## config.mk

```make
export PLATFORM = sky130hd
export DESIGN_NAME = mult_share_sched_flat
export DESIGN_NICKNAME = d
export VERILOG_FILES = /design/src/rtl/mult_share_pkg.sv /design/src/rtl/mult_share_sched_if.sv /design/src/rtl/mult_share_sched_rr_arbiter.sv /design/src/rtl/mult_share_sched.sv /design/src/flat_wrapper.sv
export SDC_FILE = /design/constraint.sdc
export NUM_CORES = 1
export LEC_CHECK = 0
export CAP_MARGIN = 5
export CORE_AREA = 8 8 174 176
export DETAILED_ROUTE_END_ITERATION = 16
export DIE_AREA = 0 0 182 184
export GPL_TIMING_DRIVEN = 0
export PLACE_DENSITY = 0.41
export SLEW_MARGIN = 0
export SYNTH_ARGS = -nofsm -noshare
export SYNTH_HDL_FRONTEND = slang
export SYNTH_HIERARCHICAL = 1
export SYNTH_SLANG_ARGS = --single-unit
```

## constraint.sdc

```tcl
create_clock -name clock -period 7.95 [get_ports clock]
set_input_delay 1.59 -clock clock [delete_from_list [all_inputs] [get_ports clock]]
set_output_delay 1.59 -clock clock [all_outputs]
set_load 0.03 [all_outputs]
```

## src/rtl/mult_share_pkg.sv

```systemverilog
// Shared types and helpers for the multiplier-sharing scheduler.
// Requester IDs are carried at a fixed maximum width so one tag type serves every NUM_REQ up to MAX_REQ.
package mult_share_pkg;

  localparam int MAX_REQ_ID_W = 4;
  localparam int MAX_REQ      = 1 << MAX_REQ_ID_W;

  function automatic int req_id_w(input int num_req);
    return (num_req > 1) ? $clog2(num_req) : 1;
  endfunction

  typedef struct packed {
    logic                    vld;
    logic [MAX_REQ_ID_W-1:0] id;
  } mult_tag_t;

  function automatic logic [MAX_REQ-1:0] onehot(input logic [MAX_REQ_ID_W-1:0] id);
    onehot     = '0;
    onehot[id] = 1'b1;
  endfunction

  function automatic logic [MAX_REQ_ID_W-1:0] encode(input logic [MAX_REQ-1:0] oh);
    encode = '0;
    for (int i = 0; i < MAX_REQ; i++) begin
      if (oh[i]) encode = MAX_REQ_ID_W'(i);
    end
  endfunction

endpackage

```

## src/rtl/mult_share_sched_if.sv

```systemverilog
// Requester, response and multiplier-side signals of the shared-multiplier scheduler.
// The scheduler uses the slave view; requesters, consumer and multiplier sit on the master view.
interface mult_share_sched_if #(
  parameter int NUM_REQ = 4,
  parameter int WIDTHA  = 32,
  parameter int WIDTHB  = 32,
  parameter int WIDTHP  = 64
) ();

  logic [NUM_REQ-1:0]        req_valid;
  logic [NUM_REQ*WIDTHA-1:0] req_dataa;
  logic [NUM_REQ*WIDTHB-1:0] req_datab;
  logic [NUM_REQ-1:0]        req_grant;
  logic                      resp_stall;
  logic [NUM_REQ-1:0]        resp_valid;
  logic [WIDTHP-1:0]         resp_result;
  logic [WIDTHA-1:0]         mult_dataa;
  logic [WIDTHB-1:0]         mult_datab;
  logic                      mult_clken;
  logic                      mult_aclr;
  logic [WIDTHP-1:0]         mult_result;

  modport slave (
    input  req_valid, req_dataa, req_datab, resp_stall, mult_result,
    output req_grant, resp_valid, resp_result, mult_dataa, mult_datab, mult_clken, mult_aclr
  );

  modport master (
    output req_valid, req_dataa, req_datab, resp_stall, mult_result,
    input  req_grant, resp_valid, resp_result, mult_dataa, mult_datab, mult_clken, mult_aclr
  );

endinterface

```

## src/rtl/mult_share_sched_rr_arbiter.sv

```systemverilog
// Round-robin arbiter: one-hot grant to the first request at or after ptr, ptr moves past the winner.
// Grant is combinational and suppressed while en is low.
module rr_arbiter
  import mult_share_pkg::*;
#(
  parameter int NUM_REQ = 4
) (
  input  logic               clock,
  input  logic               resetn,
  input  logic [NUM_REQ-1:0] req,
  input  logic               en,
  output logic [NUM_REQ-1:0] grant
);

  localparam int ID_W = req_id_w(NUM_REQ);

  logic [ID_W-1:0] ptr;
  logic [ID_W-1:0] win;
  logic [ID_W-1:0] idx;
  logic            hit;

  // Scan from farthest to nearest so the request closest to ptr is the last one written.
  always_comb begin
    hit = 1'b0;
    win = ptr;
    idx = ptr;
    for (int k = NUM_REQ - 1; k >= 0; k--) begin
      idx = ID_W'((int'(ptr) + k) % NUM_REQ);
      if (req[idx]) begin
        hit = 1'b1;
        win = idx;
      end
    end
    grant = '0;
    if (hit && en) grant[win] = 1'b1;
  end

  always_ff @(posedge clock) begin
    if (!resetn) begin
      ptr <= '0;
    end else if (hit && en) begin
      ptr <= (win == ID_W'(NUM_REQ - 1)) ? '0 : win + 1'b1;
    end
  end

endmodule

```

## src/rtl/mult_share_sched.sv

```systemverilog
// Shares one pipelined multiplier among NUM_REQ requesters: round-robin issue, requester ID
// carried alongside the multiplier pipeline, product routed back to its issuer.
module mult_share_sched
  import mult_share_pkg::*;
#(
  parameter int NUM_REQ      = 4,
  parameter int WIDTHA       = 32,
  parameter int WIDTHB       = 32,
  parameter int WIDTHP       = 64,
  parameter int MULT_LATENCY = 1
) (
  input logic                clock,
  input logic                resetn,
  mult_share_sched_if.slave  bus
);

  logic               clken;
  logic [NUM_REQ-1:0] grant;
  logic [WIDTHA-1:0]  dataa;
  logic [WIDTHB-1:0]  datab;
  logic [NUM_REQ-1:0] resp_valid;
  mult_tag_t          tag_p [MULT_LATENCY];
  mult_tag_t          tag_last;

  assign clken          = ~bus.resp_stall & resetn;
  assign bus.mult_clken = clken;
  assign bus.mult_aclr  = ~resetn;

  rr_arbiter #(.NUM_REQ(NUM_REQ)) u_arb (
    .clock  (clock),
    .resetn (resetn),
    .req    (bus.req_valid),
    .en     (clken),
    .grant  (grant)
  );

  assign bus.req_grant = grant;

  // Issue: operands of the granted requester, zero on a bubble
  always_comb begin
    dataa = '0;
    datab = '0;
    for (int i = 0; i < NUM_REQ; i++) begin
      if (grant[i]) begin
        dataa = bus.req_dataa[i*WIDTHA +: WIDTHA];
        datab = bus.req_datab[i*WIDTHB +: WIDTHB];
      end
    end
  end

  assign bus.mult_dataa = dataa;
  assign bus.mult_datab = datab;

  // Tag stages p0..p(LAT-1) advance in lockstep with the multiplier so the last aligns with mult_result
  always_ff @(posedge clock) begin
    if (!resetn) begin
      for (int s = 0; s < MULT_LATENCY; s++) tag_p[s].vld <= 1'b0;
    end else if (clken) begin
      tag_p[0].vld <= |grant;
      tag_p[0].id  <= encode(MAX_REQ'(grant));
      for (int s = 1; s < MULT_LATENCY; s++) tag_p[s] <= tag_p[s-1];
    end
  end

  assign tag_last = tag_p[MULT_LATENCY-1];

  // Response decode
  always_comb begin
    resp_valid = '0;
    for (int i = 0; i < NUM_REQ; i++) begin
      resp_valid[i] = tag_last.vld && (tag_last.id == MAX_REQ_ID_W'(i));
    end
  end

  assign bus.resp_valid  = resp_valid;
  assign bus.resp_result = bus.mult_result;

endmodule
```

## src/flat_wrapper.sv

```systemverilog
// flat-port wrapper written by rule: the top's interface ports become plain ports
module mult_share_sched_flat import mult_share_pkg::*;
#(
  parameter int NUM_REQ      = 4,
  parameter int WIDTHA       = 32,
  parameter int WIDTHB       = 32,
  parameter int WIDTHP       = 64,
  parameter int MULT_LATENCY = 1
)
  (clock, resetn, bus_req_valid, bus_req_dataa, bus_req_datab, bus_resp_stall, bus_mult_result, bus_req_grant, bus_resp_valid, bus_resp_result, bus_mult_dataa, bus_mult_datab, bus_mult_clken, bus_mult_aclr);
  mult_share_sched_if #(.NUM_REQ(NUM_REQ), .WIDTHA(WIDTHA), .WIDTHB(WIDTHB), .WIDTHP(WIDTHP)) bus_i ();
  input logic clock;
  input logic resetn;
  input wire logic [$bits(bus_i.req_valid)-1:0] bus_req_valid;
  input wire logic [$bits(bus_i.req_dataa)-1:0] bus_req_dataa;
  input wire logic [$bits(bus_i.req_datab)-1:0] bus_req_datab;
  input wire logic [$bits(bus_i.resp_stall)-1:0] bus_resp_stall;
  input wire logic [$bits(bus_i.mult_result)-1:0] bus_mult_result;
  output wire logic [$bits(bus_i.req_grant)-1:0] bus_req_grant;
  output wire logic [$bits(bus_i.resp_valid)-1:0] bus_resp_valid;
  output wire logic [$bits(bus_i.resp_result)-1:0] bus_resp_result;
  output wire logic [$bits(bus_i.mult_dataa)-1:0] bus_mult_dataa;
  output wire logic [$bits(bus_i.mult_datab)-1:0] bus_mult_datab;
  output wire logic [$bits(bus_i.mult_clken)-1:0] bus_mult_clken;
  output wire logic [$bits(bus_i.mult_aclr)-1:0] bus_mult_aclr;
  assign bus_i.req_valid = bus_req_valid;
  assign bus_i.req_dataa = bus_req_dataa;
  assign bus_i.req_datab = bus_req_datab;
  assign bus_i.resp_stall = bus_resp_stall;
  assign bus_i.mult_result = bus_mult_result;
  assign bus_req_grant = bus_i.req_grant;
  assign bus_resp_valid = bus_i.resp_valid;
  assign bus_resp_result = bus_i.resp_result;
  assign bus_mult_dataa = bus_i.mult_dataa;
  assign bus_mult_datab = bus_i.mult_datab;
  assign bus_mult_clken = bus_i.mult_clken;
  assign bus_mult_aclr = bus_i.mult_aclr;
  mult_share_sched #(.NUM_REQ(NUM_REQ), .WIDTHA(WIDTHA), .WIDTHB(WIDTHB), .WIDTHP(WIDTHP), .MULT_LATENCY(MULT_LATENCY)) u_core (.clock(clock), .resetn(resetn), .bus(bus_i));
endmodule
```

==> out/qor.yml <==
ff2ff_setup_slack_ns: 5.46
grt_usage_pct: 13.15
relSlewSlack_pct: 58.77
regToRegEndpoint: "u_core/tag_p[0][0]"
clock-sinks: 5
synth-xor-area-share_pct: 0
cp_cell_sequence: "clkdlybuf4s50_1 > inv_1 > nor2_1 > o41a_1 > and2_1 > buf_2 > buf_2 > a221oi_2 > o21ai_1 > clkdlybuf4s50_1"
rows: 61
clock_latency_ns: 0.23
fin_crit_sh_pct: 83.92
max_slew.worst_pin.slew_ns: 0.6184
power_density_nw_per_um2: 78.04
cts_setup_buffers: 0
tns_ns: 0
synth_fa_ha_area_share_pct: 1.623
min_period_ns: 6.672
clockRootBuffer: "clkbuf_16"
die_w_um: 182
drv_slew: 0
grt_pass1_wl_um: 33760
antenna_found_initial: 2
cp_slowest_stage_delay_ns: 0.71
finalHoldViolCount: 0
crit_path_end_kind: "output pin"
holdBufCountCts: 0
worstPathMaxFanout: 10
first_pass_iters: 4
die_y_um: 184
grt_pass1_vias: 4999
crit_family: "buffers and inverters"
syn2layout_area_growth_pct: 146.3
ant_nets: 0
synthSimpleGateAreaFrac_pct: 25.45
synth_top_family_by_area: "compound AO/OA/AOI/OAI gates"
cp-start-kind: "input pin"
crit_cells: 10
r2r-start: "u_core/u_arb/ptr[1]"
hpwl_um: 20800
via_per_inst: 3.879
critPathRequiredTime_ns: 6.36
drt_iter0_drc: 128
start_util_pct: 11.22
crit_buf_inv: 5
wl_um: 24230
peakVddDrop_uv: 104.4
syn_area_um2: 3083
nets: 1145
core_um2: 27480
synth_cell_types: 32
ys_seq_area_share_pct: 4.221
boundaryPins: 465
place_congestion: 0.7527
setup_slack_ns: 1.278
path_clk_slew_ns: 0.03
fmax_mhz: 149.9
grt_max_degree: 11
critPathCapture: "bus_mult_dataa[0]"
numCtsBuffers: 3
leakage_nw: 2.794
place_ws_ns: 1.194
maxCapViolations: 0
route.vias.total: 4504
cts_resized: 0
finalSetupViolations: 0
r2r_cells: 8
arrival_ns: 5.08
syn_inst: 410
worstSetupStartpoint: "resetn"
hold_path.class: "flip-flop to flip-flop"
portBuffers: 399
worstSetupPathType: "input pin to output pin"
critPathSlowestCell: "clkdlybuf4s50_1"
drive_gt1_share_pct: 19.43
clock_skew_ns: 0.001841
wl_per_cell_um: 20.87
synth_compound_area_share_pct: 44.93
cts_tree: "done"
holdCritStartpoint: "u_core/u_arb/ptr[0]"
syn_nets: 741
ys_warn_count: 6
synth.area.mux_share_pct: 0
synth.avg_cell_area_um2: 7.519
gr-total-overflow: 0
synth-seq-cells: 5
rsz0062_at_grt: "no"
drc_errors: 0
status: "finished clean"
cts_max_level: 1
die_area_um2: 33490
ctsLongestPathBuffers: 2
==> routing by layer <==
layer  up-vias  global-route usage, %  share of wire (%)
met3        12                  3.814                7.8
li1       2231                      -                  -
met2       228                  25.11                 53
met1      2033                  14.56                 39
met4         0                  1.541               0.79
met5         -                      0                  0
==> layout make-up <==
type	count	area, µm²
multi-input combinational	302	2220
fill	3009	19880
clock buffer	4	78.83
buffer	100	721.9
sequential	5	130.1
antenna	2	5.005
timing repair buffer	399	3994
tap	346	432.9
inverter	3	11.26
==> synth_stat cells <==
library cell	instances	share of area [%]
a21boi_1	1	0.24
a21oi_1	4	0.65
a221oi_1	5	1.4
a221oi_2	59	29
a22o_1	1	0.28
a31oi_1	1	0.20
and2_1	4	0.81
and3_1	1	0.20
and3b_1	1	0.28
buf_2	13	2.1
buf_4	74	18
buf_6	7	2.6
clkbuf_1	6	0.73
dfxtp_1	2	1.3
edfxtp_1	3	2.9
ha_1	4	1.6
inv_1	3	0.37
nand2_1	69	8.4
nand2b_1	1	0.20
nor2_1	3	0.37
nor2b_1	68	14
nor3b_1	2	0.49
nor4b_2	1	0.49
o211a_1	1	0.32
o211ai_1	1	0.24
o21ai_1	67	11
o22a_1	2	0.57
o22ai_1	1	0.20
o31a_1	1	0.28
o41a_1	1	0.37
o41ai_2	1	0.53
or2_1	2	0.41
==> flip-flops by register name, summed over array words and instances (netlist names) <==
signal,cells
u_core/tag_p,3
u_core/u_arb/ptr,2
==> layout by cell type, fill, tap and decap left out, types with 5 or more instances in the layout <==
| master | instances |
|---|---|
| a221oi_1 | 5 |
| a221oi_2 | 59 |
| buf_2 | 13 |
| buf_4 | 74 |
| buf_6 | 7 |
| clkbuf_1 | 7 |
| clkdlybuf4s50_1 | 399 |
| nand2_1 | 69 |
| nor2b_1 | 68 |
| o21ai_1 | 67 |
==> how the worst min path moves through the flow <==
| stage | to | cells after the start |
|---|---|---|
| finish | u_core/u_arb/ptr[0] | 2 |
| global route | u_core/u_arb/ptr[0] | 2 |
| CTS | u_core/u_arb/ptr[0] | 2 |
| detailed placement | u_core/u_arb/ptr[0] | 2 |
| global placement | u_core/u_arb/ptr[0] | 2 |
| floorplan | u_core/u_arb/ptr[1] | 2 |
==> cells by family (layout without fill, tap and decap cells) <==
family          count (synthesis)  count (layout)
buf+inv                       103             506
simple gates                  152             152
flops                           5               5
other cells                     0               2
fa+ha+maj                       4               4
compound gates                146             146
==> worst register-to-register path, delay by kind of cell (launching register included) <==
kind | cells | cell delay, ns
simple gates | 3 | 0.66
buf+inv | 2 | 0.77
fa+ha+maj | 1 | 0.14
flops | 1 | 0.44
compound gates | 2 | 0.35
==> through the flow <==
| stage | power [mW] | cell area, µm² | util, % | hold WS (ns) | cells |
|---|---|---|---|---|---|
| after floorplan | 0.2440 | 3083 | - | 0.5039 | 410 |
| after global placement | 0.5173 | 7510 | 27.33 | 0.5371 | 1155 |
| after detailed placement | 0.5159 | 7510 | 27.33 | 0.5374 | 1155 |
| after CTS | 0.6018 | 7589 | 27.62 | 0.5454 | 1159 |
| after global routing | 0.6250 | 7591 | 27.63 | 0.5957 | 1160 |
| final | 0.5926 | 7594 | 27.64 | 0.5504 | 1161 |
==> where the power goes <==
group | switching [mW] | internal [mW] | total [mW] | leakage (nW)
clock network | 0.0161 | 0.0664 | 0.0826 | 0.0382
registers | 0.00179 | 0.0295 | 0.0313 | 0.0464
logic | 0.221 | 0.258 | 0.479 | 2.71
(Power assumes the default switching activity.)
